--- config.mk ---
export PLATFORM = sky130hd
export DESIGN_NAME = lfsr_ctrl_flat
export DESIGN_NICKNAME = d
export VERILOG_FILES = /design/src/rtl/lfsr_pkg.sv /design/src/rtl/lfsr_ctrl_if.sv /design/src/rtl/lfsr4_core.sv /design/src/rtl/lfsr_ctrl.sv /design/src/flat_wrapper.sv
export SDC_FILE = /design/constraint.sdc
export NUM_CORES = 1
export LEC_CHECK = 0
export CORE_UTILIZATION = 40
export DETAILED_ROUTE_END_ITERATION = 10
export PLACE_DENSITY = 0.68
export SLEW_MARGIN = 20
export SYNTH_ARGS = -nofsm -noshare
export SYNTH_HDL_FRONTEND = slang
export SYNTH_HIERARCHICAL = 1
export SYNTH_SLANG_ARGS = --single-unit
export TNS_END_PERCENT = 5
--- constraint.sdc ---
create_clock -name clk -period 1.9 [get_ports clk]
set_clock_uncertainty 0.15 [all_clocks]
set_input_delay 0.19 -clock clk [delete_from_list [all_inputs] [get_ports clk]]
set_output_delay 0.19 -clock clk [all_outputs]
set_load 0.005 [all_outputs]
--- src/rtl/lfsr_pkg.sv ---
// lfsr_pkg: shared definitions for the LFSR controller slice.
//   LFSR_W    - shift register width (4)
//   STEPS_W   - width of the step-count request (4, value 0 means 16)
//   LFSR_TAPS - tap mask for x^4+x^3+1 (bits 3 and 2 feed back)
//   state_t   - controller FSM states
//   lfsr_next - one left shift with the XOR of the tapped bits entering at bit 0
package lfsr_pkg;

   localparam int LFSR_W  = 4;
   localparam int STEPS_W = 4;
   localparam int CNT_W   = STEPS_W + 1;

   localparam logic [LFSR_W-1:0] LFSR_TAPS = 4'b1100;

   typedef enum logic [1:0] {
      IDLE = 2'd0,
      LOAD = 2'd1,
      RUN  = 2'd2,
      DONE = 2'd3
   } state_t;

   function automatic logic [LFSR_W-1:0] lfsr_next(input logic [LFSR_W-1:0] q);
      return {q[LFSR_W-2:0], ^(q & LFSR_TAPS)};
   endfunction

endpackage

--- src/rtl/lfsr_ctrl_if.sv ---
// lfsr_ctrl_if: request/result bundle of the LFSR controller.
//   start/seed/steps        - request, driven by the master
//   busy                    - controller is in LOAD, RUN or DONE
//   out_valid/out_data      - freshly shifted LFSR value
//   done                    - one-cycle pulse when a run completes
//   err_zero                - one-cycle pulse when a start carries seed 0
//   period_hit              - out_data equals the captured seed (only with out_valid)
//   state                   - debug view of the controller FSM
//
// Handshake: a request is taken when start=1 is sampled on a rising edge while
// the controller is IDLE (busy=0). Nothing is queued: a start seen while busy
// is dropped, and a start held high is taken on the first IDLE edge.
interface lfsr_ctrl_if;
   import lfsr_pkg::*;

   logic                start;
   logic [LFSR_W-1:0]   seed;
   logic [STEPS_W-1:0]  steps;
   logic                busy;
   logic                out_valid;
   logic [LFSR_W-1:0]   out_data;
   logic                done;
   logic                err_zero;
   logic                period_hit;
   state_t              state;

   modport master (
      output start, seed, steps,
      input  busy, out_valid, out_data, done, err_zero, period_hit, state
   );

   modport slave (
      input  start, seed, steps,
      output busy, out_valid, out_data, done, err_zero, period_hit, state
   );

endinterface

--- src/rtl/lfsr4_core.sv ---
// lfsr4_core: 4-bit Fibonacci LFSR register, polynomial x^4+x^3+1.
//   clk   - clock, rising edge
//   reset - synchronous, active low; clears q
//   load  - q <= din (has priority over shift)
//   shift - q <= lfsr_next(q)
//   din   - value for load
//   q     - register contents
module lfsr4_core
   import lfsr_pkg::*;
(
   input  logic              clk,
   input  logic              reset,
   input  logic              load,
   input  logic              shift,
   input  logic [LFSR_W-1:0] din,
   output logic [LFSR_W-1:0] q
);

   always_ff @(posedge clk) begin
      if (!reset) begin
         q <= '0;
      end else if (load) begin
         q <= din;
      end else if (shift) begin
         q <= lfsr_next(q);
      end
   end

endmodule

--- src/rtl/lfsr_ctrl.sv ---
// lfsr_ctrl: runs the 4-bit LFSR for a requested number of shifts.
//   clk   - clock, rising edge
//   reset - synchronous, active low
//   bus   - lfsr_ctrl_if.slave (request in, results/status out)
// A run is IDLE -> LOAD (seed into LFSR, counter set) -> RUN (one shift per
// cycle) -> DONE -> IDLE. out_valid, period_hit, done and err_zero are
// registered, so each appears in the cycle after the edge that caused it.
module lfsr_ctrl
   import lfsr_pkg::*;
(
   input  logic       clk,
   input  logic       reset,
   lfsr_ctrl_if.slave bus
);

   state_t              state;
   state_t              state_nxt;
   logic [LFSR_W-1:0]   seed_cap;
   logic [STEPS_W-1:0]  steps_cap;
   logic [CNT_W-1:0]    cnt;
   logic [LFSR_W-1:0]   q;

   logic                capture;
   logic                load;
   logic                shift;
   logic                valid_nxt;
   logic                hit_nxt;
   logic                done_nxt;
   logic                err_nxt;

   logic                valid_r;
   logic                hit_r;
   logic                done_r;
   logic                err_r;

   lfsr4_core u_core (
      .clk   (clk),
      .reset (reset),
      .load  (load),
      .shift (shift),
      .din   (seed_cap),
      .q     (q)
   );

   always_ff @(posedge clk) begin
      if (!reset) begin
         state <= IDLE;
      end else begin
         state <= state_nxt;
      end
   end

   always_comb begin
      state_nxt = state;
      capture   = 1'b0;
      load      = 1'b0;
      shift     = 1'b0;
      valid_nxt = 1'b0;
      hit_nxt   = 1'b0;
      done_nxt  = 1'b0;
      err_nxt   = 1'b0;
      case (state)
         IDLE: begin
            if (bus.start) begin
               if (bus.seed == '0) begin
                  err_nxt = 1'b1;
               end else begin
                  capture   = 1'b1;
                  state_nxt = LOAD;
               end
            end
         end
         LOAD: begin
            load      = 1'b1;
            state_nxt = RUN;
         end
         RUN: begin
            shift     = 1'b1;
            valid_nxt = 1'b1;
            // Compare the value about to be registered, so the flag lines up
            // with the out_data it describes.
            hit_nxt   = (lfsr_next(q) == seed_cap);
            if (cnt == CNT_W'(1)) begin
               state_nxt = DONE;
            end
         end
         DONE: begin
            done_nxt  = 1'b1;
            state_nxt = IDLE;
         end
         default: state_nxt = IDLE;
      endcase
   end

   always_ff @(posedge clk) begin
      if (!reset) begin
         seed_cap  <= '0;
         steps_cap <= '0;
         cnt       <= '0;
         valid_r   <= 1'b0;
         hit_r     <= 1'b0;
         done_r    <= 1'b0;
         err_r     <= 1'b0;
      end else begin
         if (capture) begin
            seed_cap  <= bus.seed;
            steps_cap <= bus.steps;
         end
         // A step request of 0 means a full 16 shifts, hence the extra bit.
         if (load) begin
            cnt <= (steps_cap == '0) ? CNT_W'(16) : {1'b0, steps_cap};
         end else if (shift) begin
            cnt <= cnt - CNT_W'(1);
         end
         valid_r <= valid_nxt;
         hit_r   <= hit_nxt;
         done_r  <= done_nxt;
         err_r   <= err_nxt;
      end
   end

   assign bus.busy       = (state != IDLE);
   assign bus.out_valid  = valid_r;
   assign bus.out_data   = q;
   assign bus.period_hit = hit_r;
   assign bus.done       = done_r;
   assign bus.err_zero   = err_r;
   assign bus.state      = state;

endmodule

--- src/flat_wrapper.sv ---
// flat-port wrapper written by rule: the top's interface ports become plain ports
module lfsr_ctrl_flat import lfsr_pkg::*;
  (clk, reset, bus_start, bus_seed, bus_steps, bus_busy, bus_out_valid, bus_out_data, bus_done, bus_err_zero, bus_period_hit, bus_state);
  lfsr_ctrl_if bus_i ();
  input  logic clk;
  input  logic reset;
  input wire logic [$bits(bus_i.start)-1:0] bus_start;
  input wire logic [$bits(bus_i.seed)-1:0] bus_seed;
  input wire logic [$bits(bus_i.steps)-1:0] bus_steps;
  output wire logic [$bits(bus_i.busy)-1:0] bus_busy;
  output wire logic [$bits(bus_i.out_valid)-1:0] bus_out_valid;
  output wire logic [$bits(bus_i.out_data)-1:0] bus_out_data;
  output wire logic [$bits(bus_i.done)-1:0] bus_done;
  output wire logic [$bits(bus_i.err_zero)-1:0] bus_err_zero;
  output wire logic [$bits(bus_i.period_hit)-1:0] bus_period_hit;
  output wire logic [$bits(bus_i.state)-1:0] bus_state;
  assign bus_i.start = bus_start;
  assign bus_i.seed = bus_seed;
  assign bus_i.steps = bus_steps;
  assign bus_busy = bus_i.busy;
  assign bus_out_valid = bus_i.out_valid;
  assign bus_out_data = bus_i.out_data;
  assign bus_done = bus_i.done;
  assign bus_err_zero = bus_i.err_zero;
  assign bus_period_hit = bus_i.period_hit;
  assign bus_state = bus_i.state;
  lfsr_ctrl u_core (.clk(clk), .reset(reset), .bus(bus_i));
endmodule
# ---- Word level (Yosys, flattened, before mapping)
# Cells that the tools add are included.
dict set report word_totals {
  rom_bits 0
  input_bits 11
  latchBits 0
  memories 0
  reg_bits 23
  ramBits 0
  output_inout_bits 11
}
dict set report op_classes {
  n_reduce_logical 9
  add_sub_neg 1
  bitwise_logic 0
  mux 16
  mul 0
  magnitude_cmp 0
  eq_ne 8
  div 0
  n_shift 0
}
# cell count
set ops {}
lappend ops {{5-bit 2-to-1 mux} 3}
lappend ops {{4-bit zero test} 2}
lappend ops {{4-bit 2-to-1 mux} 2}
lappend ops {{2-bit case mux with 4 select lines} 1}
lappend ops {{1-bit 2-to-1 mux} 7}
lappend ops {{2-bit 2-to-1 mux} 3}
lappend ops {{3-bit AND reduction} 2}
lappend ops {{5-bit by 1-bit equality test with 1-bit output (second input constant)} 1}
lappend ops {{5-bit by 1-bit subtractor with 5-bit output (second input constant)} 1}
lappend ops {{2-bit equality test (second input constant)} 2}
lappend ops {{4-bit equality test} 1}
lappend ops {{2-bit != test (second input constant)} 2}
lappend ops {{2-bit nonzero test} 2}
lappend ops {{4-bit parity} 1}
lappend ops {{2-bit by 1-bit equality test with 1-bit output (second input constant)} 1}
lappend ops {{2-bit zero test} 1}
lappend ops {{2-bit by 1-bit != test with 1-bit output (second input constant)} 1}
lappend ops {{2-bit AND reduction} 1}

# ---- Logic depth before layout (Yosys ltp)
# Gate-level depths: netlist of the first run.
dict set report logic_depth {
  ltp_word 4
  ltp_mapped 7
  mapped_depth_nobuf 6
}

# ---- By module
# The synthesis of the first run kept the hierarchy.
# module n_inst area_per_inst_um2 cells_each
set by_module_without_submodules {}
lappend by_module_without_submodules {lfsr_ctrl 1 924.6 105}
lappend by_module_without_submodules {lfsr4_core 1 202.7 18}

# ---- Worst setup path before layout of the first run
# OpenSTA, ideal clock, no wires.
dict set report synth_timing {
  path_type {register to register}
  startpoint {register u_core.state[1] (netlist: u_core/bus.state[1])}
  endpoint {register u_core.cnt[3]}
  arrival_ns 1.386
  t_required_ns 1.632
  path_buffers 1
  stages_incl_launch_ff 7
  synth_period_minus_slack_ns 1.655
  setup_ns 0.118
  path_slack_ns 0.245
  cell_sequence {dfxtp_1 inv_1 ha_1 clkbuf_1 a22o_1 a22oi_1 nor2b_1}
}
dict set report synth_via {
  elab_chain_cells 3
}
# element line_no
set synth_lines {}
lappend synth_lines {{start, declared} lfsr_ctrl.sv:16} ;# state_t state;
lappend synth_lines {{start signal, assigned} lfsr_ctrl.sv:49} ;# state <= state_nxt;
lappend synth_lines {{2-bit by 1-bit equality test with 1-bit output *} lfsr_ctrl.sv:62} ;# case (state)
lappend synth_lines {{1-bit 2-to-1 mux *} lfsr_ctrl.sv:62}
lappend synth_lines {{net u_core.load} lfsr_ctrl.sv:24} ;# logic load;
lappend synth_lines {{5-bit 2-to-1 mux / 2-bit nonzero test (equally long branches)} n/a}
lappend synth_lines {{end signal, assigned} lfsr_ctrl.sv:111} ;# cnt <= (steps_cap == '0) ? CNT_W'(16) : {1'b0, steps_cap};
lappend synth_lines {{end signal, assigned} lfsr_ctrl.sv:113} ;# cnt <= cnt - CNT_W'(1);
lappend synth_lines {{end, declared} lfsr_ctrl.sv:20} ;# logic [CNT_W-1:0] cnt;
# The timed path passes the listed nets; every way through them passes the cells marked *.
# A chain may end at the register's enable or synchronous reset.

# ---- Final worst setup path of the first run
dict set report layout_timing {
  startpoint {register u_core.state[0] (netlist: u_core/bus.state[0])}
  endpoint {register u_core.cnt[4]}
}
# The elaborated chain is that of the path after synthesis.

==> impl_metrics.yaml, run 1 <==
status:
  status: "complete, no violations"
routing:
  wl_um: 2276
  vias_per_cell: 5.389
  drt_pass1_iterations: 4
  vias: 970
  ant_nets: 0
  drt_iter0_markers: 16
  drcViolationCount: 0
  wl_per_cell_um: 12.64
layout:
  areaGrowthSynthToFinish_pct: 27.64
  antenna_cells: 0
  nNetsFinal: 168
  fin_util_pct: 56.04
  layout-drive-gt1-share_pct: 9.333
timing:
  rsz0062_at_grt: "no"
  hold_viol: 0
  min_period_ps: 1703
  fin_crit_sh_pct: 89.63
  slew_violations: 0
  slew_headroom_pct: 72.83
  finalWorstSetupSlack_ps: 197.1
  fmax_mhz: 587.2
  tightestPinTransition_ps: 407.6
  tns_ps: 0
  whs_ps: 285.9
  setup_violations: 0
placed_design:
  gp_congestion: 0.7683
  portBuffers: 21
  dp_hpwl_um: 1701
  place_ws_ps: -30.91
floorplanning:
  die-area_mm2: 0.003034
  coreArea_mm2: 0.002567
  die_w_um: 55.09
  io_pins: 22
  num_rows: 18
  die_h_um: 55.09
  initial_utilization_pct: 43.91
clock_network:
  cts.sinks: 23
  ctsHoldBuffers: 0
  cts_buffers: 3
  htree_levels: 1
  cts_root_buf: "clkbuf_4"
  clkLatencyLatePin_ps: 310
  clk_pin_slew_ps: 120
  cts_tree: "done"
  ctsLongestPathBuffers: 2
yosys:
  synth_ff_type: "dfxtp_1"
  synth-edff-count: 0
  synthCells: 123
  synth_top_area_share_pct: 40.84
  syn-mean-instance-area_um2: 9.165
  synth_cell_types: 34
  synth_fp_nets: 140
  yosys_warnings: 6
  seq_area_frac_synth_pct: 40.84
  syn-cell-area_mm2: 0.001127
  async_flop_share_pct: 0
  yosysMostFrequentCell: "dfxtp_1"
  ys_top_cells_by_area: "dfxtp_1 41%, ha_1 6.7%, nand2_1 6.0%"
  synth.ff_latch_count: 23
  yosys.area.top_type: "dfxtp_1"
  ys_top_cells_by_count: "23 x dfxtp_1, 18 x nand2_1, 7 x a21boi_0"
setup_path:
  crit_buf_inv: 1
  path_class: "register to register"
  startpoint_type: "register"
  crit_family: "adder cells"
  crit_path_top_delay_cell: "ha_1"
  r2r_setup_slack_ps: 200
  endpoint_kind: "register"
  cp.depth: 6
  crit_required_ps: 1990
  crit_chain: "buf_4 -> ha_1 -> nand2b_1 -> nor4_1 -> o21ai_0 -> a21boi_0"
  reg2reg_to: "u_core/cnt[4]"
  crit_path_max_fanout: 13
  reg2reg_from: "u_core/bus.state[0]"
  critPathArrivalTime_ps: 1800
  critPathMaxStageDelay_ps: 400
  reg2regPathDepth: 6
run:
  maxCapViolations: 0
global_routing:
  grt_use_total_pct: 17.91
  grt_pass1_vias: 866
  grt_pass1_wl_um: 3933
  grt_max_degree: 14
  grt_overflow: 0
  antenna_found_initial: 0
worst_hold_path:
  holdPathEnd: "u_core/steps_cap[0]"
  min_path_cells: 3
  hp-start: "bus_steps[0]"
  hold_class: "primary input to register"
pwr:
  p_per_area_mw_per_mm2: 1335
  total_power_mw: 1.921
  leakage_nw: 0.5855
  peakVddDrop_mv: 0.7330
tightest hold or removal path: cells and delay by family:
| family | cells | cell delay (ps) |
|---|---|---|
| and+or+nand+nor | 1 | 50 |
| AOI/OAI and AO/OA | 1 | 70 |
| buffers and inverters | 1 | 390 |
what timing repair did:
item	in CTS	in global routing
setup endpoints to repair	1	1
buffers inserted	2	0
hold endpoints to repair	0	0
gates resized for setup	3	1
worst max path at each step:
stage | start | end | slack, ps
3_5_place_dp | bus_seed[1] | u_core/bus.state[0] | -30
4_1_cts | u_core/bus.state[0] | bus_busy | 20
3_3_place_gp | bus_seed[0] | u_core/bus.state[0] | -7
6_report | u_core/bus.state[0] | u_core/cnt[4] | 200
5_1_grt | u_core/bus.state[0] | u_core/cnt[4] | 30
2_1_floorplan | u_core/bus.state[1] | u_core/cnt[3] | 250
kinds of logic (layout without fill, tap and decap cells):
| kind of cell | after synthesis | after routing | share of synthesized area [%] |
|---|---|---|---|
| flip-flops | 23 | 23 | 40.84 |
| XOR/XNOR | 4 | 4 | 3.108 |
| adder cells (fa/ha/maj) | 6 | 6 | 6.659 |
| buffers and inverters | 9 | 36 | 2.996 |
| AND/OR/NAND/NOR | 49 | 49 | 23.86 |
| multiplexers | 5 | 5 | 4.772 |
| AO/OA/AOI/OAI | 27 | 27 | 17.76 |
stage by stage:
step	std cells	area, um^2
finish	180	1439
global route	180	1439
CTS	180	1436
detailed placement	174	1390
global placement	174	1390
floorplan	123	1127
power breakdown:
group	total, mW	switching [mW]	internal (mW)
logic	0.985	0.476	0.509
registers	0.713	0.106	0.607
clock network	0.223	0.141	0.0819
total	1.92	0.723	1.20
cell type report:
class / count / area (um^2)
Clock buffer: 4 / 26.28
Fill cell: 238 / 1129
Inverter: 5 / 18.77
Multi-Input combinational cell: 91 / 633.1
Sequential cell: 23 / 465.4
Tap cell: 30 / 37.54
Timing Repair Buffer: 27 / 257.7
cells in the final DEF (no fill, tap or decap), types with 2 or more instances in the layout:
cell type | synthesis | routed
nor4_1 | 2 | 2
nand3_1 | 5 | 5
mux2_1 | 3 | 3
clkbuf_4 | 0 | 3
a21boi_0 | 7 | 7
a22oi_1 | 2 | 2
inv_1 | 5 | 5
a21oi_1 | 2 | 2
o211a_1 | 3 | 3
a32oi_1 | 3 | 3
xnor2_1 | 3 | 3
clkdlybuf4s50_1 | 0 | 20
and2_1 | 2 | 2
buf_4 | 0 | 6
nor2b_1 | 6 | 6
o21ai_0 | 6 | 6
ha_1 | 6 | 6
nor2_1 | 2 | 2
nand2_1 | 18 | 18
dfxtp_1 | 23 | 21
mux2i_1 | 2 | 2
nand2b_1 | 5 | 5
state kept, by name, summed over array words and instances, names as in the netlist:
register	flops
u_core/cnt	5
u_core/seed_cap	4
u_core/steps_cap	4
u_core/u_core/q	4
u_core/bus.state	2
u_core/bus.done	1
u_core/bus.err_zero	1
u_core/bus.out_valid	1
u_core/bus.period_hit	1
layer usage:
| metal | vias up | part of all wire, % | global-route usage (%) |
|---|---|---|---|
| met5 | - | 0 | 0 |
| met4 | 0 | 0.92 | 6.250 |
| met3 | 4 | 5.4 | 3.825 |
| met2 | 27 | 43 | 26.91 |
| met1 | 447 | 51 | 25.04 |
| li1 | 492 | - | - |
No activity file was read; power rests on OpenSTA's default activity.
==> inputs of run 2 (changes only) <==
--- a/config.mk
+++ b/config.mk
@@ -5,6 +5,7 @@
 export SDC_FILE = /design/constraint.sdc
 export NUM_CORES = 1
 export LEC_CHECK = 0
+export CAP_MARGIN = 25
 export CORE_UTILIZATION = 40
 export DETAILED_ROUTE_END_ITERATION = 10
 export PLACE_DENSITY = 0.68
==> results of run 2 <==
The final DEF is identical to that of run 1; final timing and power are the same.
==> inputs of run 3 (changes only) <==
--- a/config.mk
+++ b/config.mk
@@ -9,6 +9,7 @@
 export CORE_UTILIZATION = 40
 export DETAILED_ROUTE_END_ITERATION = 10
 export PLACE_DENSITY = 0.68
+export SKIP_CTS_REPAIR_TIMING = 1
 export SLEW_MARGIN = 20
 export SYNTH_ARGS = -nofsm -noshare
 export SYNTH_HDL_FRONTEND = slang
==> constraint.sdc (replaced) <==
create_clock -name clk -period 1.97 [get_ports clk]
set_clock_uncertainty 0.15 [all_clocks]
set_input_delay 0.197 -clock clk [delete_from_list [all_inputs] [get_ports clk]]
set_output_delay 0.197 -clock clk [all_outputs]
set_load 0.005 [all_outputs]
==> run 3 against run 2 <==
Effect of this change:
- register-to-register slack improved by 110 ps
- global-route usage rose by 0.15 points
- total power fell by 4.2%
- first-iteration DRC count rose by 63%
- routed wire length fell by 1.0%
- sequential power fell by 1%
- final cell count fell by 0.56%
- setup slack improved by 110 ps
- worst hold slack improved by 3.6 ps
- fmax rose by 2.6%
- critical endpoint is now u_core/bus.state[1]
- largest cell class unchanged
- largest power group unchanged
==> impl_metrics.yaml, run 3 (synthesis results as in run 1) <==
timing:
  min_period_ps: 1659
  setup_violations: 0
  slew_violations: 0
  slew_headroom_pct: 78.23
  tightestPinTransition_ps: 326.6
  fmax_mhz: 602.6
  rsz0062_at_grt: "no"
  fin_crit_sh_pct: 84.24
  hold_viol: 0
clock_network:
  clk_pin_slew_ps: 130
  htree_levels: 1
  cts_tree: "done"
  cts_buffers: 3
  cts.sinks: 23
  clkLatencyLatePin_ps: 310
  ctsLongestPathBuffers: 2
  cts_root_buf: "clkbuf_4"
layout:
  nNetsFinal: 167
  max_flop_register: "u_core/cnt"
  final_cell_count_no_fill: 179
  final_common_cell: "dfxtp_1"
  antenna_cells: 0
  stdcell_area_mm2: 0.001435
  largest_reg_flops: 5
  layout-drive-gt1-share_pct: 9.396
  areaGrowthSynthToFinish_pct: 27.30
  mostFrequentLayoutCells: "21 x dfxtp_1, 20 x clkdlybuf4s50_1, 18 x nand2_1"
global_routing:
  grt_max_degree: 14
  grt-busiest-layer: "met2"
  grt_overflow: 0
  met2_usage_pct: 27.11
  globalRouteMet1Util_pct: 24.54
  grt_pass1_vias: 911
  antenna_found_initial: 0
  grt_pass1_wl_um: 3953
  grt_use_total_pct: 18.06
  use_met3_pct: 3.552
routing:
  wl_per_cell_um: 12.59
  ant_nets: 0
  drcViolationCount: 0
  vias: 970
  drt_pass1_iterations: 4
  drt_iter0_markers: 26
  wl_um: 2253
  vias_per_cell: 5.419
setup_path:
  critPathMaxStageDelay_ps: 460
  startpoint_type: "register"
  crit_required_ps: 2060
  endpoint_kind: "register"
  crit_chain: "ha_1 -> or4b_1 -> a21oi_1 -> mux2i_1"
  crit_path_max_fanout: 4
  path_class: "register to register"
  crit_path_top_delay_cell: "or4b_1"
  critPathArrivalTime_ps: 1750
floorplanning:
  num_rows: 18
  coreArea_mm2: 0.002567
  die-area_mm2: 0.003034
  io_pins: 22
  initial_utilization_pct: 43.91
  die_w_um: 55.09
  die_h_um: 55.09
pwr:
  swShare_pct: 37.74
  peakVddDrop_mv: 0.6447
  leakage_nw: 0.5832
  p_int_mw: 1.146
  p_per_area_mw_per_mm2: 1282
  seqPwrFrac_pct: 38.3
  clkPwrFrac_pct: 11.8
  comb_power_share_pct: 49.9
  power.switching_mw: 0.6944
placed_design:
  gp_congestion: 0.7081
  portBuffers: 21
  dp_hpwl_um: 1736
  place_inst: 175
  place_area_mm2: 0.001398
status:
  status: "complete, no violations"
worst_hold_path:
  hold_class: "primary input to register"
run:
  maxCapViolations: 0
-- run 3: routing by layer --
layer  wire, um  vias to the layer above
li1           -                      488
met1       1119                      445
met2        972                       33
met3        131                        4
met4         30                        0
met5          0                        -
-- run 3: stage by stage --
stage               hold WS, ps  setup TNS, ps  worst slack, ps  util, %  power [mW]
floorplan                 180.4              0            315.3        -       1.278
global placement          318.7              0            52.46    54.43       1.592
detailed placement        329.3              0            43.70    54.43       1.625
CTS                       283.6         -27.27           -27.27    55.51       1.842
global route              282.0              0            162.6    55.90       2.013
finish                    289.5              0            310.6    55.90       1.840
-- run 3: worst paths after layout --
path | from | to | slack, ps | cells past startpoint
max | u_core/cnt[0] | u_core/bus.state[1] | 310 | 4
min | bus_steps[0] | u_core/steps_cap[0] | 290 | 3
max reg2reg | u_core/cnt[0] | u_core/bus.state[1] | 310 | 4
min reg2reg | u_core/steps_cap[3] | u_core/steps_cap[3] | 350 | 2
-- run 3: worst max-delay path: cells and delay by family (launching register included) --
kind | cells | cell delay [ps]
compound gates | 1 | 230
mux | 1 | 200
fa+ha+maj | 1 | 160
flops | 1 | 400
simple gates | 1 | 460
-- run 3: power by group through the flow --
stage | registers, mW | clock network [mW] | logic [mW]
floorplan | 0.683 | 0 | 0.595
global route | 0.725 | 0.248 | 1.04
detailed placement | 0.704 | 0 | 0.921
global placement | 0.697 | 0 | 0.895
CTS | 0.693 | 0.225 | 0.924
finish | 0.704 | 0.217 | 0.918
-- run 3: layout make-up --
cell class / count / area [um^2]
clock buffer: 3 / 22.52
fill: 267 / 1132
inverter: 5 / 18.77
timing repair buffer: 26 / 250.2
sequential: 23 / 467.9
clock inverter: 1 / 5.005
multi-input combinational: 91 / 633.1
tap: 30 / 37.54
